**config.mk**
```make
export PLATFORM = sky130hd
export DESIGN_NAME = imuldiv_int_div_iterative_param
export DESIGN_NICKNAME = d
export VERILOG_FILES = /design/src/rtl/imuldiv_int_div_iterative_param.sv
export SDC_FILE = /design/constraint.sdc
export NUM_CORES = 1
export LEC_CHECK = 0
export BUFFER_PORTS_ARGS = -buffer_cell sky130_fd_sc_hd__buf_4
export CAP_MARGIN = 20
export CORE_MARGIN = 3
export CORE_UTILIZATION = 29
export CTS_CLUSTER_DIAMETER = 30
export DETAILED_ROUTE_END_ITERATION = 7
export HOLD_SLACK_MARGIN = 0.08
export PLACE_DENSITY = 0.48
export SYNTH_ARGS = -nofsm -noshare
export SYNTH_HDL_FRONTEND = slang
export SYNTH_SLANG_ARGS = --single-unit
```
**constraint.sdc**
```tcl
create_clock -name clk -period 4 [get_ports clk]
set_input_delay 0.8 -clock clk [delete_from_list [all_inputs] [get_ports clk]]
set_output_delay 0.8 -clock clk [all_outputs]
set_load 0.05 [all_outputs]
```
**src/rtl/imuldiv_int_div_iterative_param.sv**
```systemverilog
// ---------------------------------------------------------------------------
// imuldiv_int_div_iterative_param
//
// Purpose:
//   Parametrised iterative restoring divider for the imuldiv unit. It produces
//   one quotient bit per cycle and handles signed (div/rem) and unsigned
//   (divu/remu) operation. Divide-by-zero returns quotient = all ones and
//   remainder = dividend. The signed overflow case (most negative / -1)
//   returns quotient = most negative and remainder = 0.
//
// Ports:
//   clk                 in   1    clock, rising edge
//   reset               in   1    asynchronous reset, active low (0 = reset)
//   divreq_msg_fn       in   1    0 = signed div/rem, 1 = unsigned divu/remu
//   divreq_msg_a        in   W    dividend
//   divreq_msg_b        in   W    divisor
//   divreq_val          in   1    request valid
//   divreq_rdy          out  1    request ready
//   divresp_msg_result  out  2W   {remainder, quotient}
//   divresp_val         out  1    response valid
//   divresp_rdy         in   1    response ready
//
// Configuration macro:
//   IMULDIV_DIV_BYPASS_EN - when defined, a zero divisor skips the iterative
//   datapath and jumps straight to DONE with the override result. The result
//   is identical either way; only latency changes.
// ---------------------------------------------------------------------------
module imuldiv_int_div_iterative_param #(
  parameter int W = 32
) (
  input  logic           clk,
  input  logic           reset,
  input  logic           divreq_msg_fn,
  input  logic [W-1:0]   divreq_msg_a,
  input  logic [W-1:0]   divreq_msg_b,
  input  logic           divreq_val,
  output logic           divreq_rdy,
  output logic [2*W-1:0] divresp_msg_result,
  output logic           divresp_val,
  input  logic           divresp_rdy
);

  localparam int CNTW = $clog2(W);

  typedef enum logic [1:0] {IDLE, CALC, SIGN, DONE} state_t;

  state_t           state_q, state_d;
  logic [CNTW-1:0]  cnt_q, cnt_d;
  logic             fn_q, fn_d;
  logic             sa_q, sa_d;
  logic             sb_q, sb_d;
  logic             bz_q, bz_d;
  logic [W-1:0]     a_q, a_d;
  logic [2*W:0]     rq_q, rq_d;
  logic [2*W:0]     dv_q, dv_d;
  logic [2*W-1:0]   res_q, res_d;
  logic             rdy_q, rdy_d;
  logic             val_q, val_d;

  logic             aNeg, bNeg, bZero;
  logic [W-1:0]     aMag, bMag;
  logic [2*W:0]     shifted, diff;
  logic             geq;
  logic [W-1:0]     quo, rem, quoFix, remFix;

  // Operand magnitudes; only signed mode looks at the sign bits.
  assign aNeg  = !divreq_msg_fn && divreq_msg_a[W-1];
  assign bNeg  = !divreq_msg_fn && divreq_msg_b[W-1];
  assign bZero = (divreq_msg_b == '0);
  assign aMag  = aNeg ? (~divreq_msg_a + W'(1)) : divreq_msg_a;
  assign bMag  = bNeg ? (~divreq_msg_b + W'(1)) : divreq_msg_b;

  // One restoring step. The divisor sits W bits up, so the trial subtract
  // only touches the remainder half. Its low W bits are zero, which keeps
  // the difference LSB clear for the new quotient bit to be OR-ed in.
  assign shifted = rq_q << 1;
  assign geq     = (shifted >= dv_q);
  assign diff    = shifted - dv_q;

  // Sign correction: quotient follows sa^sb, remainder follows the dividend.
  assign quo    = rq_q[W-1:0];
  assign rem    = rq_q[2*W-1:W];
  assign quoFix = (!fn_q && (sa_q ^ sb_q)) ? (~quo + W'(1)) : quo;
  assign remFix = (!fn_q && sa_q) ? (~rem + W'(1)) : rem;

  // Next-state and datapath update. Ready and valid are registered from the
  // next state so both read as 0 while reset is held. Valid additionally
  // waits one cycle after DONE is entered, and drops on the handshake edge.
  always_comb begin
    state_d = state_q;
    cnt_d   = cnt_q;
    fn_d    = fn_q;
    sa_d    = sa_q;
    sb_d    = sb_q;
    bz_d    = bz_q;
    a_d     = a_q;
    rq_d    = rq_q;
    dv_d    = dv_q;
    res_d   = res_q;
    case (state_q)
      IDLE: begin
        if (divreq_val && rdy_q) begin
          fn_d    = divreq_msg_fn;
          sa_d    = aNeg;
          sb_d    = bNeg;
          bz_d    = bZero;
          a_d     = divreq_msg_a;
          rq_d    = {{(W+1){1'b0}}, aMag};
          dv_d    = {1'b0, bMag, {W{1'b0}}};
          cnt_d   = '0;
          state_d = CALC;
`ifdef IMULDIV_DIV_BYPASS_EN
          if (bZero) begin
            res_d   = {divreq_msg_a, {W{1'b1}}};
            state_d = DONE;
          end
`endif
        end
      end
      CALC: begin
        rq_d  = geq ? (diff | {{(2*W){1'b0}}, 1'b1}) : shifted;
        cnt_d = cnt_q + CNTW'(1);
        if (cnt_q == CNTW'(W-1)) begin
          state_d = SIGN;
        end
      end
      SIGN: begin
        res_d   = bz_q ? {a_q, {W{1'b1}}} : {remFix, quoFix};
        state_d = DONE;
      end
      DONE: begin
        if (val_q && divresp_rdy) begin
          state_d = IDLE;
        end
      end
      default: state_d = IDLE;
    endcase
    rdy_d = (state_d == IDLE);
    val_d = (state_q == DONE) && (state_d == DONE);
  end

  // State and datapath registers; reset discards any in-flight division.
  always_ff @(posedge clk or negedge reset) begin
    if (!reset) begin
      state_q <= IDLE;
      cnt_q   <= '0;
      fn_q    <= 1'b0;
      sa_q    <= 1'b0;
      sb_q    <= 1'b0;
      bz_q    <= 1'b0;
      a_q     <= '0;
      rq_q    <= '0;
      dv_q    <= '0;
      res_q   <= '0;
      rdy_q   <= 1'b0;
      val_q   <= 1'b0;
    end else begin
      state_q <= state_d;
      cnt_q   <= cnt_d;
      fn_q    <= fn_d;
      sa_q    <= sa_d;
      sb_q    <= sb_d;
      bz_q    <= bz_d;
      a_q     <= a_d;
      rq_q    <= rq_d;
      dv_q    <= dv_d;
      res_q   <= res_d;
      rdy_q   <= rdy_d;
      val_q   <= val_d;
    end
  end

  assign divreq_rdy         = rdy_q;
  assign divresp_val        = val_q;
  assign divresp_msg_result = res_q;

endmodule

```
== Word level (Yosys, flattened, before mapping) ==
Cells that the tools add are included.

* Flip-flop bits (word level): 205
* Bits of input ports: 69
* Output and inout bits: 66
* Word-level logic and storage cells: 59

* $add $sub $neg: 6
* Order comparisons: 1
* Eq/ne operators: 6
* Multiplexer cells: 14
* Bitwise logic cells: 5
* Reductions and logical operators: 15

{| class="wikitable"
|+ Operator list
! cell !! number
|-
| $mux 64 || 3
|-
| $add 32x1->32 const B || 4
|-
| $mux 32 || 4
|-
| $not 32->32 || 4
|-
| $pmux 64 s2 || 1
|-
| $ge 65x64->1 || 1
|-
| $sub 64x64->64 || 1
|-
| $logic_not 32->1 || 1
|-
| $pmux 5 s2 || 1
|-
| $pmux 2 s4 || 1
|-
| $logic_and 1x1->1 || 7
|-
| $eq 2x2->1 const B || 3
|-
| $mux 2 || 3
|-
| $add 5x1->5 const B || 1
|-
| $eq 5x5->1 const B || 1
|-
| $mux 5 || 1
|-
| $logic_not 2->1 || 2
|-
| $reduce_and 2->1 || 2
|-
| $eq 2x1->1 const B || 1
|-
| $logic_not 1->1 || 2
|-
| $ne 2x2->1 const B || 1
|-
| $reduce_bool 2->1 || 1
|-
| $xor 1x1->1 || 1
|}

== Longest topological paths before layout ==
Gate-level depths: netlist of run 1.

* Word-level depth: 5
* Gate-level depth with buffers: 12

== Worst setup path after synthesis of run 1 ==
Ideal clock, no wire load.

* Kind: input to register
* Start: in divreq_msg_a[5]
* End: reg rq_q[29]
* Arrival: 2715 ps
* Path slack: 1151 ps
* Stages on the path: 7
* Buffers on the path: 0
* Cells stage by stage: or4_1 or3_1 nand2b_1 or2_1 o31ai_1 xor2_1 o21ai_0

* Longest elaborated chain between the ends: 5

{| class="wikitable"
|+ Ends and longest elaborated chain
! what !! line !! source
|-
| from (decl) || 34 || <nowiki>input logic [W-1:0] divreq_msg_a,</nowiki>
|-
| $not 32->32 || 70 || <nowiki>assign aMag = aNeg ? (~divreq_msg_a + W'(1)) : divreq_msg_a;</nowiki>
|-
| $add 32x1->32 || 70 ||
|-
| $mux 32 || 70 ||
|-
| $mux 64 || 102 || <nowiki>if (divreq_val && rdy_q) begin</nowiki>
|-
| $pmux 64 s2 || 100 || <nowiki>case (state_q)</nowiki>
|-
| to (signal assigned) || 165 || <nowiki>rq_q <= rq_d;</nowiki>
|-
| to (decl) || 54 || <nowiki>logic [2*W:0] rq_q, rq_d;</nowiki>
|}

No other way between the ends. The select of a mux whose other input is x is not followed.
A chain may end at the register's enable or synchronous reset.

== Worst setup path in the final report of run 1 ==
* Start: reg rq_q[45]
* End: reg rq_q[40]

* Longest elaborated chain between the ends: 3

{| class="wikitable"
|+ Ends and longest elaborated chain
! what !! line !! source
|-
| $ge 65x64->1 || 77 || <nowiki>assign geq = (shifted >= dv_q);</nowiki>
|-
| $mux 64 || 121 || <nowiki>rq_d = geq ? (diff | {{(2*W){1'b0}}, 1'b1}) : shifted;</nowiki>
|-
| $pmux 64 s2 || 100 ||
|}

No other way between the ends.

==> impl_metrics.env, run 1 <==
export IMPL_post_drt_wl_per_cell_um=16.76
export IMPL_drv_cap=0
export IMPL_grt_busiest_layer="met2"
export IMPL_synth_area_leaders="dfrtp_1 40%, nand2_1 6.8%, o21ai_0 6.8%, xnor2_1 5.7%, a21oi_1 5.6%"
export IMPL_min_path_type="in2async"
export IMPL_wl_mm=38.57
export IMPL_yosysSeqAreaShare_pct=40.25
export IMPL_max_slew_margin_pct=31.78
export IMPL_met2_usage_pct=25.62
export IMPL_core_um2=43270
export IMPL_ios=135
export IMPL_cts_resized=0
export IMPL_dr_pass1_iters=6
export IMPL_vias=11270
export IMPL_min_period_ps=3408
export IMPL_yosysUniqueCellTypes=67
export IMPL_drt_initial_drc_count=577
export IMPL_fp_dieArea_um2=46500
export IMPL_ys_ff_latch=205
export IMPL_run_status="finished, final reports clean"
export IMPL_yosys_warnings=0
export IMPL_grt_use_total_pct=16.39
export IMPL_cts_buffers=55
export IMPL_setup_violations_final=0
export IMPL_synth_compound_area_share_pct=20.47
export IMPL_synth_xor_area_share_pct=9.826
export IMPL_num_rows=76
export IMPL_worst_slew_pin_slew_ps=1021
export IMPL_p_leak_nw=7.188
export IMPL_numClockSinks=205
export IMPL_antenna_cells=0
export IMPL_vdd_drop_max_uv=404.4
export IMPL_fin_area_um2=16350
export IMPL_root_buffer="clkbuf_16"
export IMPL_place_congestion=0.8561
export IMPL_critPathLaunch="rq_q[45]"
export IMPL_die_w_um=215.6
export IMPL_dp_cells=2201
export IMPL_cts_path_max_buffers=3
export IMPL_critPathMaxStageDelay_ps=460
export IMPL_cp_data_arrival_time_ps=3830
export IMPL_whs_ps=349.2
export IMPL_antenna_left=0
export IMPL_timing_final_crit_share_pct=85.20
export IMPL_final_hold_violation_count=0
export IMPL_drc=0
export IMPL_synth_async_reset_ratio_pct=100.0
export IMPL_port_buffers=134
export IMPL_post_route_util_pct=37.79
export IMPL_max_freq_ghz=0.2934
export IMPL_viasPerCell=4.898
export IMPL_slowest_stage="dfrtp_1"
export IMPL_synth_top_area_cell="dfrtp_1"
export IMPL_cp_start_kind="register"
export IMPL_holdBufCountCts=0
export IMPL_ys_top_cells_by_count="232 x nand2_1, 205 x dfrtp_1, 172 x o21ai_0, 143 x a21oi_1, 134 x nor2_1"
export IMPL_path_cells="ha_1, a21oi_1, o22ai_1, a2111oi_0, a21oi_1, buf_4, o2bb2ai_4, buf_4, mux2i_1, o21ai_0"
export IMPL_place_area_um2=14360
export IMPL_power_density_nw_per_um2=994.0
export IMPL_netlist_area_leader_share_pct=40.25
export IMPL_rsz0062_at_grt="false"
export IMPL_start_util_pct=29.46
export IMPL_synthCells=1547
export IMPL_clk_pin_slew_ps=50
export IMPL_syn_area_um2=12750
export IMPL_crit_path_max_fanout=32
export IMPL_cp_required_ps=4420
export IMPL_grt_overflow_total=0
export IMPL_grt_pass1_wl_mm=61.74
export IMPL_grt_use_met1_pct=23.05
export IMPL_synthSimpleGateAreaFrac_pct=19.04
export IMPL_cts_tree="built"
export IMPL_synth_top_family_by_area="compound AO/OA/AOI/OAI gates"
export IMPL_grt_max_degree=105
export IMPL_die_y_um=215.6
export IMPL_critPathKind="reg2reg"
export IMPL_htreeDepth=2
export IMPL_synthAdderAreaFrac_pct=3.887
export IMPL_maxSlewViolCount=0
export IMPL_final_cells=2301
export IMPL_yosys_cell_count_top_type="nand2_1"
export IMPL_synth_edf_count=0
export IMPL_fin_skew_ps=23.74
export IMPL_r2r_start="rq_q[45]"
export IMPL_syn_nets=1655
export IMPL_hpwl_mm=28.47
export IMPL_totalNegativeSetupSlack_ps=0
export IMPL_fin_nets=1781
export IMPL_avgSynthCellArea_um2=8.239
export IMPL_antenna_found_initial=1
export IMPL_area_growth_pct=28.29
export IMPL_drive_gt1_share_pct=15.97
export IMPL_synthFlopType="dfrtp_1"
export IMPL_met3_usage_pct=2.788
export IMPL_endpoint_kind="register"
export IMPL_grt_pass1_vias=11180
export IMPL_synthMuxAreaShare_pct=1.738
export IMPL_postCtsSetupBuffers=0
export IMPL_clkLatencyLatePin_ps=580
## worst max-delay path: cells and delay by family (launching register included)
kind | cells | cell delay, ps
flops | 1 | 460
buf+inv | 2 | 610
compound gates | 6 | 1510
fa+ha+maj | 1 | 450
mux | 1 | 220
## area by class of cell
| cell class | instances | area, um^2 |
|---|---|---|
| clock inverter | 25 | 402.9 |
| timing repair buffer | 160 | 1232 |
| multi-input combinational | 1193 | 7043 |
| fill | 4469 | 26910 |
| sequential | 205 | 5131 |
| inverter | 58 | 217.7 |
| clock buffer | 75 | 1593 |
| tap | 585 | 732.0 |
## power by group
part	switching, mW	internal [mW]	total (mW)
clock network	1.31	3.38	4.70
registers	0.844	2.86	3.70
logic	4.94	2.91	7.86
total	7.10	9.15	16.3
## per-stage QoR
step	power, mW	setup slack (ps)
after detailed placement	11.59	609.8
after floorplan	9.369	1151
after global placement	11.54	619.4
after CTS	16.40	596.8
final	16.25	591.9
after global routing	17.45	263.7
## path summary, 6_finish.rpt
check / end / slack [ps] / depth (start not counted)
setup / recovery: rq_q[40] / 590 / 10
hold / removal: rq_q[5] / 350 / 1
setup reg to reg: rq_q[40] / 590 / 10
hold reg to reg: divresp_msg_result[0] / 470 / 2
max in group asynchronous: rq_q[49] / 2740 / 2
min in group clk: divresp_val / 400 / 2
## cell usage in the layout, fill, tap and decap left out, types with 26 or more instances in the layout
cell type,Yosys,final
nand2_1,232,232
dfrtp_1,205,204
o21ai_0,172,172
buf_4,1,157
a21oi_1,143,143
nor2_1,134,132
xnor2_1,83,83
xor2_1,60,60
inv_1,58,58
clkbuf_16,0,56
nand3_1,46,45
ha_1,38,38
a22oi_1,34,34
nor3_1,26,26
## cells by family after synthesis
group | count (synthesis)
AO/OA/AOI/OAI | 448
XOR/XNOR | 143
adder cells (fa/ha/maj) | 39
buffers and inverters | 149
flip-flops | 205
multiplexers | 22
AND/OR/NAND/NOR | 541
## routing by layer
metal / part of all wire [%] / routed length, um
met1: 48 / 18480
met2: 44 / 17140
met3: 5.2 / 2001
met4: 2.4 / 940
met5: 0 / 0
## state kept, by name, summed over array words and instances, names as in the netlist
register,flops
cnt_q,5
sb_q,1
divreq_rdy,1
dv_q,32
fn_q,1
state_q,2
rq_q,64
sa_q,1
bz_q,1
a_q,32
divresp_msg_result,64
divresp_val,1
Power figures use the tool's default switching activity.
==> run 2, diff against run 1 <==
==> constraint.sdc (replaced) <==
create_clock -name clk -period 4.3 [get_ports clk]
set_input_delay 0.86 -clock clk [delete_from_list [all_inputs] [get_ports clk]]
set_output_delay 0.86 -clock clk [all_outputs]
set_load 0.05 [all_outputs]
==> run 2 against run 1 <==
Clock-buffer cell count is 4 lower. First-iteration DRC count decreased by 1.6%. Register-to-register slack gained 330 ps. Final area down 0.93%. Clock power down 12%. Routed wire length shrank 0.87%. Critical path depth unchanged. Sequential power is 6.5% lower. Die area is the same. Critical path type unchanged. Critical endpoint is now rq_q[43]. Largest cell class unchanged. Largest power group unchanged.
==> impl_metrics.env, run 2 (synthesis results as in run 1) <==
export IMPL_path_depth=10
export IMPL_cp_start_kind="register"
export IMPL_grt_pass1_vias=11300
export IMPL_crit_buf_inv=2
export IMPL_fin_nets=1779
export IMPL_fp_dieArea_um2=46500
export IMPL_antenna_left=0
export IMPL_rsz0062_at_grt="false"
export IMPL_die_w_um=215.6
export IMPL_min_period_ps=3375
export IMPL_grt_overflow_total=0
export IMPL_power_density_nw_per_um2=916.5
export IMPL_vdd_drop_max_uv=375.6
export IMPL_vias=11180
export IMPL_path_cells="ha_1, a21oi_1, o22ai_1, a2111oi_0, a21oi_1, buf_4, o2bb2ai_4, buf_4, mux2i_1, o21ai_0"
export IMPL_final_common_cell="nand2_1"
export IMPL_cts_tree="built"
export IMPL_clkLatencyLatePin_ps=590
export IMPL_grt_pass1_wl_mm=62.06
export IMPL_htreeDepth=2
export IMPL_postCtsSetupBuffers=0
export IMPL_num_rows=76
export IMPL_antenna_found_initial=1
export IMPL_core_um2=43270
export IMPL_fin_skew_ps=22.68
export IMPL_maxSlewViolCount=0
export IMPL_dr_pass1_iters=5
export IMPL_post_drt_wl_per_cell_um=16.65
export IMPL_max_slew_margin_pct=34.94
export IMPL_critPathMaxStageDelay_ps=470
export IMPL_max_freq_ghz=0.2963
export IMPL_endpoint_kind="register"
export IMPL_wl_mm=38.23
export IMPL_cts_path_max_buffers=3
export IMPL_totalNegativeSetupSlack_ps=0
export IMPL_final_hold_violation_count=0
export IMPL_viasPerCell=4.870
export IMPL_whs_ps=318.2
export IMPL_min_path_type="in2async"
export IMPL_fill_cells=4475
export IMPL_ios=135
export IMPL_setup_violations_final=0
export IMPL_root_buffer="clkbuf_16"
export IMPL_drc=0
export IMPL_crit_path_max_fanout=33
export IMPL_cp_data_arrival_time_ps=3800
export IMPL_die_y_um=215.6
export IMPL_antenna_cells=0
export IMPL_drt_initial_drc_count=568
export IMPL_run_status="finished, final reports clean"
export IMPL_clk_pin_slew_ps=40
export IMPL_cts_buffers=56
export IMPL_holdBufCountCts=0
export IMPL_slowest_stage="dfrtp_1"
export IMPL_worst_slew_pin_slew_ps=975.9
export IMPL_timing_final_crit_share_pct=78.49
export IMPL_path_delay_family="compound AO/OA/AOI/OAI gates"
export IMPL_hpwl_mm=28.19
export IMPL_rr_worst_depth=10
export IMPL_p_leak_nw=7.120
export IMPL_area_growth_pct=27.09
export IMPL_drive_gt1_share_pct=15.60
export IMPL_cts_resized=0
export IMPL_numClockSinks=205
export IMPL_place_congestion=0.8388
export IMPL_final_cell_mix="232 x nand2_1, 204 x dfrtp_1, 172 x o21ai_0"
export IMPL_port_buffers=134
export IMPL_cp_required_ps=4720
export IMPL_grt_use_total_pct=16.37
export IMPL_drv_cap=0
export IMPL_start_util_pct=29.46
export IMPL_grt_max_degree=94
export IMPL_critPathKind="reg2reg"
run 2: stage by stage:
step           utilization (%)  instances  setup WS (ps)  cell area [um^2]  total power [mW]
5_1_grt                  37.44       2296          567.9             16200             15.97
3_3_place_gp             33.10       2198          848.9             14320             10.72
2_1_floorplan                -       1547           1391             12750             8.716
6_report                 37.44       2296          924.8             16200             14.85
4_1_cts                  37.44       2296          944.6             16200             14.99
3_5_place_dp             33.10       2198          797.1             14320             10.77
run 2: power breakdown:
part / total [mW] / switching, mW / internal (mW) / leakage (nW)
sequential: 3.46 / 0.806 / 2.66 / 2.66
clock: 4.12 / 1.24 / 2.88 / 0.924
combinational: 7.26 / 4.57 / 2.69 / 3.54
total: 14.8 / 6.62 / 8.23 / 7.12
run 2: area by class of cell:
type | count | area [um^2] | area share (%)
flip-flops and latches | 205 | 5131 | 31.68
multi-input cells | 1193 | 7043 | 43.48
well taps | 585 | 732.0 | 4.518
repair buffers | 157 | 1197 | 7.392
clock inverters | 27 | 360.3 | 2.224
inverters | 58 | 217.7 | 1.344
clock buffers | 71 | 1518 | 9.369
run 2: layer usage:
metal	vias up	GRT usage (%)	part of all wire [%]	wire [um]
met1	5216	23.03	49	18640
met5	-	0	0	0
met2	231	25.35	44	16810
met3	75	2.746	4.4	1689
met4	0	5.904	2.9	1098
li1	5659	-	-	-
run 2: path summary, 6_finish.rpt:
path / startpoint / to / slack (ps)
setup / recovery: rq_q[45] / rq_q[43] / 920
hold / removal: reset / divresp_msg_result[5] / 320
setup reg to reg: rq_q[45] / rq_q[43] / 920
hold reg to reg: dv_q[45] / dv_q[45] / 470
max in group asynchronous: reset / rq_q[25] / 3070
min in group clk: divresp_rdy / divresp_val / 460
==> run 3, diff against run 2 <==
--- a/config.mk
+++ b/config.mk
@@ -5,6 +5,7 @@
 export SDC_FILE = /design/constraint.sdc
 export NUM_CORES = 1
 export LEC_CHECK = 0
+export ABC_AREA = 1
 export BUFFER_PORTS_ARGS = -buffer_cell sky130_fd_sc_hd__buf_4
 export CAP_MARGIN = 20
 export CORE_MARGIN = 3
==> constraint.sdc (replaced) <==
create_clock -name clk -period 3.21 [get_ports clk]
set_input_delay 0.642 -clock clk [delete_from_list [all_inputs] [get_ports clk]]
set_output_delay 0.642 -clock clk [all_outputs]
set_load 0.05 [all_outputs]
==> run 3 against run 2 <==
Hold slack lost 61 ps. First-iteration DRC count grew 140%. Largest power group unchanged. Critical path depth unchanged. Via count increased by 33%. Clock-buffer cell count grew 10. Final area increased by 14%. Final cell count rose by 32%. Global-route usage increased by 3.3 points. Sequential power grew 42%. Synthesized cell count is 40% higher. Clock power is 45% higher. Total power rose by 60%. Critical path type unchanged.
==> impl_metrics.env, run 3 <==
export IMPL_area_growth_pct=26.21
export IMPL_critPathLaunch="rq_q[59]"
export IMPL_r2r_setup_slack_ps=620
export IMPL_cts_path_max_buffers=3
export IMPL_power_density_nw_per_um2=1287
export IMPL_timing_final_crit_share_pct=80.61
export IMPL_yosysUniqueCellTypes=55
export IMPL_synthCells=2159
export IMPL_min_delay_start="divresp_rdy"
export IMPL_final_hold_violation_count=0
export IMPL_avgSynthCellArea_um2=6.790
export IMPL_die_w_um=230.8
export IMPL_totalNegativeSetupSlack_ps=0
export IMPL_yosys_warnings=0
export IMPL_clkPwrFrac_pct=25.1
export IMPL_wl_mm=52.49
export IMPL_synth_xor_area_share_pct=4.122
export IMPL_htreeDepth=2
export IMPL_grt_overflow_total=0
export IMPL_postCtsSetupBuffers=0
export IMPL_grt_busiest_layer="met1"
export IMPL_rr_worst_depth=10
export IMPL_syn_area_um2=14660
export IMPL_cts_resized=0
export IMPL_num_rows=81
export IMPL_synth_compound_area_share_pct=11.82
export IMPL_core_um2=49460
export IMPL_antenna_left=0
export IMPL_synthAdderAreaFrac_pct=3.380
export IMPL_met3_usage_pct=3.073
export IMPL_p_leak_nw=9.296
export IMPL_antenna_found_initial=0
export IMPL_grt_max_degree=115
export IMPL_r2r_end="rq_q[35]"
export IMPL_met2_usage_pct=29.49
export IMPL_post_drt_wl_per_cell_um=17.34
export IMPL_final_cell_mix="612 x nand2_1, 286 x inv_1, 216 x nor2_1"
export IMPL_synth_area_leaders="dfrtp_1 35%, nand2_1 16%, inv_1 7.3%, nand3_1 5.8%, nor2_1 5.6%"
export IMPL_crit_path_max_fanout=25
export IMPL_drv_cap=0
export IMPL_clk_pin_slew_ps=40
export IMPL_dr_pass1_iters=5
export IMPL_synthFlopType="dfrtp_1"
export IMPL_min_period_ps=2588
export IMPL_grt_use_met1_pct=29.55
export IMPL_port_buffers=134
export IMPL_p_switching_mw=11.61
export IMPL_yosys_cell_count_top_type="nand2_1"
export IMPL_r2r_start="rq_q[59]"
export IMPL_cts_buffers=60
export IMPL_syn_nets=2267
export IMPL_worst_slew_pin_slew_ps=813.0
export IMPL_synth_edf_count=0
export IMPL_synth_async_reset_ratio_pct=100.0
export IMPL_cp_data_arrival_time_ps=3120
export IMPL_antenna_cells=0
export IMPL_cts_tree="built"
export IMPL_seqPwrFrac_pct=20.7
export IMPL_place_congestion=0.9416
export IMPL_final_common_cell="nand2_1"
export IMPL_start_util_pct=29.64
export IMPL_setup_violations_final=0
export IMPL_hpwl_mm=40.22
export IMPL_synthSimpleGateAreaFrac_pct=35.59
export IMPL_crit_end="rq_q[35]"
export IMPL_synth_top_area_cell="dfrtp_1"
export IMPL_ys_top_cells_by_count="612 x nand2_1, 287 x inv_1, 218 x nor2_1, 205 x dfrtp_1, 169 x nand3_1"
export IMPL_run_status="finished, final reports clean"
export IMPL_drt_initial_drc_count=1350
export IMPL_fin_skew_ps=20.52
export IMPL_whs_ps=257.1
export IMPL_netlist_area_leader_share_pct=34.99
export IMPL_combinationalPowerShare_pct=54.2
export IMPL_clkLatencyLatePin_ps=600
export IMPL_min_path_type="in2reg"
export IMPL_fin_nets=2422
export IMPL_maxSlewViolCount=0
export IMPL_ios=135
export IMPL_cp_required_ps=3740
export IMPL_drc=0
export IMPL_critPathKind="reg2reg"
export IMPL_drive_gt1_share_pct=15.82
export IMPL_endpoint_kind="register"
export IMPL_max_freq_ghz=0.3864
export IMPL_synthMuxAreaShare_pct=0
export IMPL_vias=14840
export IMPL_numClockSinks=205
export IMPL_synth_top_family_by_area="simple AND/OR/NAND/NOR gates"
export IMPL_p_int_mw=12.19
export IMPL_cp_start_kind="register"
export IMPL_max_slew_margin_pct=45.74
export IMPL_grt_use_total_pct=19.68
export IMPL_grt_pass1_vias=14490
export IMPL_vdd_drop_max_uv=748.0
export IMPL_switching_share_pct=48.78
export IMPL_rsz0062_at_grt="false"
export IMPL_fp_dieArea_um2=53290
export IMPL_grt_pass1_wl_mm=82.84
export IMPL_viasPerCell=4.901
export IMPL_die_y_um=230.8
export IMPL_root_buffer="clkbuf_16"
export IMPL_fill_cells=5339
export IMPL_ys_ff_latch=205
export IMPL_yosysSeqAreaShare_pct=34.99
## run 3: changes by cell type after synthesis, moves of 62 or more
cell / change
a21oi_1: -71
inv_1: +229
nand2_1: +380
nand3_1: +123
nor2_1: +84
o21ai_0: -62
xnor2_1: -75
## run 3: per-layer routing
| layer | part of all wire (%) | vias up |
|---|---|---|
| met2 | 43 | 442 |
| met1 | 49 | 7021 |
| li1 | - | 7313 |
| met5 | 0 | - |
| met3 | 6.1 | 64 |
| met4 | 1.7 | 0 |
## run 3: cell families after synthesis
kind of cell	count (synthesis)
AO/OA/AOI/OAI	296
flip-flops	205
XOR/XNOR	69
adder cells (fa/ha/maj)	39
AND/OR/NAND/NOR	1177
buffers and inverters	373
## run 3: area by class of cell
class	instances	area, um^2	share of cell area [%]
flip-flops and latches	205	5130	27.73
multi-input cells	1581	8070	43.62
inverters	303	1137	6.147
repair buffers	163	1271	6.870
clock buffers	81	1680	9.082
well taps	664	830.8	4.490
clock inverters	31	382.9	2.069
## run 3: worst min-delay path by stage
stage | endpoint | slack, ps | depth (start not counted)
6_report | divresp_val | 260 | 2
4_1_cts | divresp_val | 220 | 2
2_1_floorplan | a_q[0] | 350 | 0
5_1_grt | divresp_val | 250 | 2
3_3_place_gp | cnt_q[3] | 450 | 1
3_5_place_dp | cnt_q[3] | 460 | 1
## run 3: metrics by stage
| stage | setup WS, ps | std cells | instance area (um^2) | utilization (%) | power [mW] |
|---|---|---|---|---|---|
| floorplan | 1139 | 2159 | 14660 | - | 14.11 |
| global placement | 495.2 | 2915 | 16430 | 33.22 | 17.71 |
| detailed placement | 486.7 | 2915 | 16430 | 33.22 | 17.79 |
| CTS | 627.7 | 3028 | 18500 | 37.41 | 23.92 |
| global route | 437.0 | 3028 | 18500 | 37.41 | 25.74 |
| finish | 622.3 | 3028 | 18500 | 37.41 | 23.81 |
## run 3: power groups by stage
stage / clock network [mW] / registers [mW] / logic (mW)
final: 5.97 / 4.93 / 12.9
after global routing: 6.22 / 5.10 / 14.4
after CTS: 6.08 / 4.94 / 12.9
after detailed placement: 0 / 4.96 / 12.8
after global placement: 0 / 4.95 / 12.8
after floorplan: 0 / 5.99 / 8.12
## run 3: repair_timing
action / CTS / global route
hold buffers: 1 / 0
endpoints found under the hold margin: 63 / 0
endpoints found under the setup margin: 0 / 0
## run 3: critical path: stages, from the launching register on
cell	delay, ps
dfrtp_1	480
ha_1	400
a21oi_1	260
nand2_1	130
nand2_1	80
nand2_1	80
a21oi_4	160
nand4_4	180
nor2_8	520
nand2_1	110
nand3_1	90
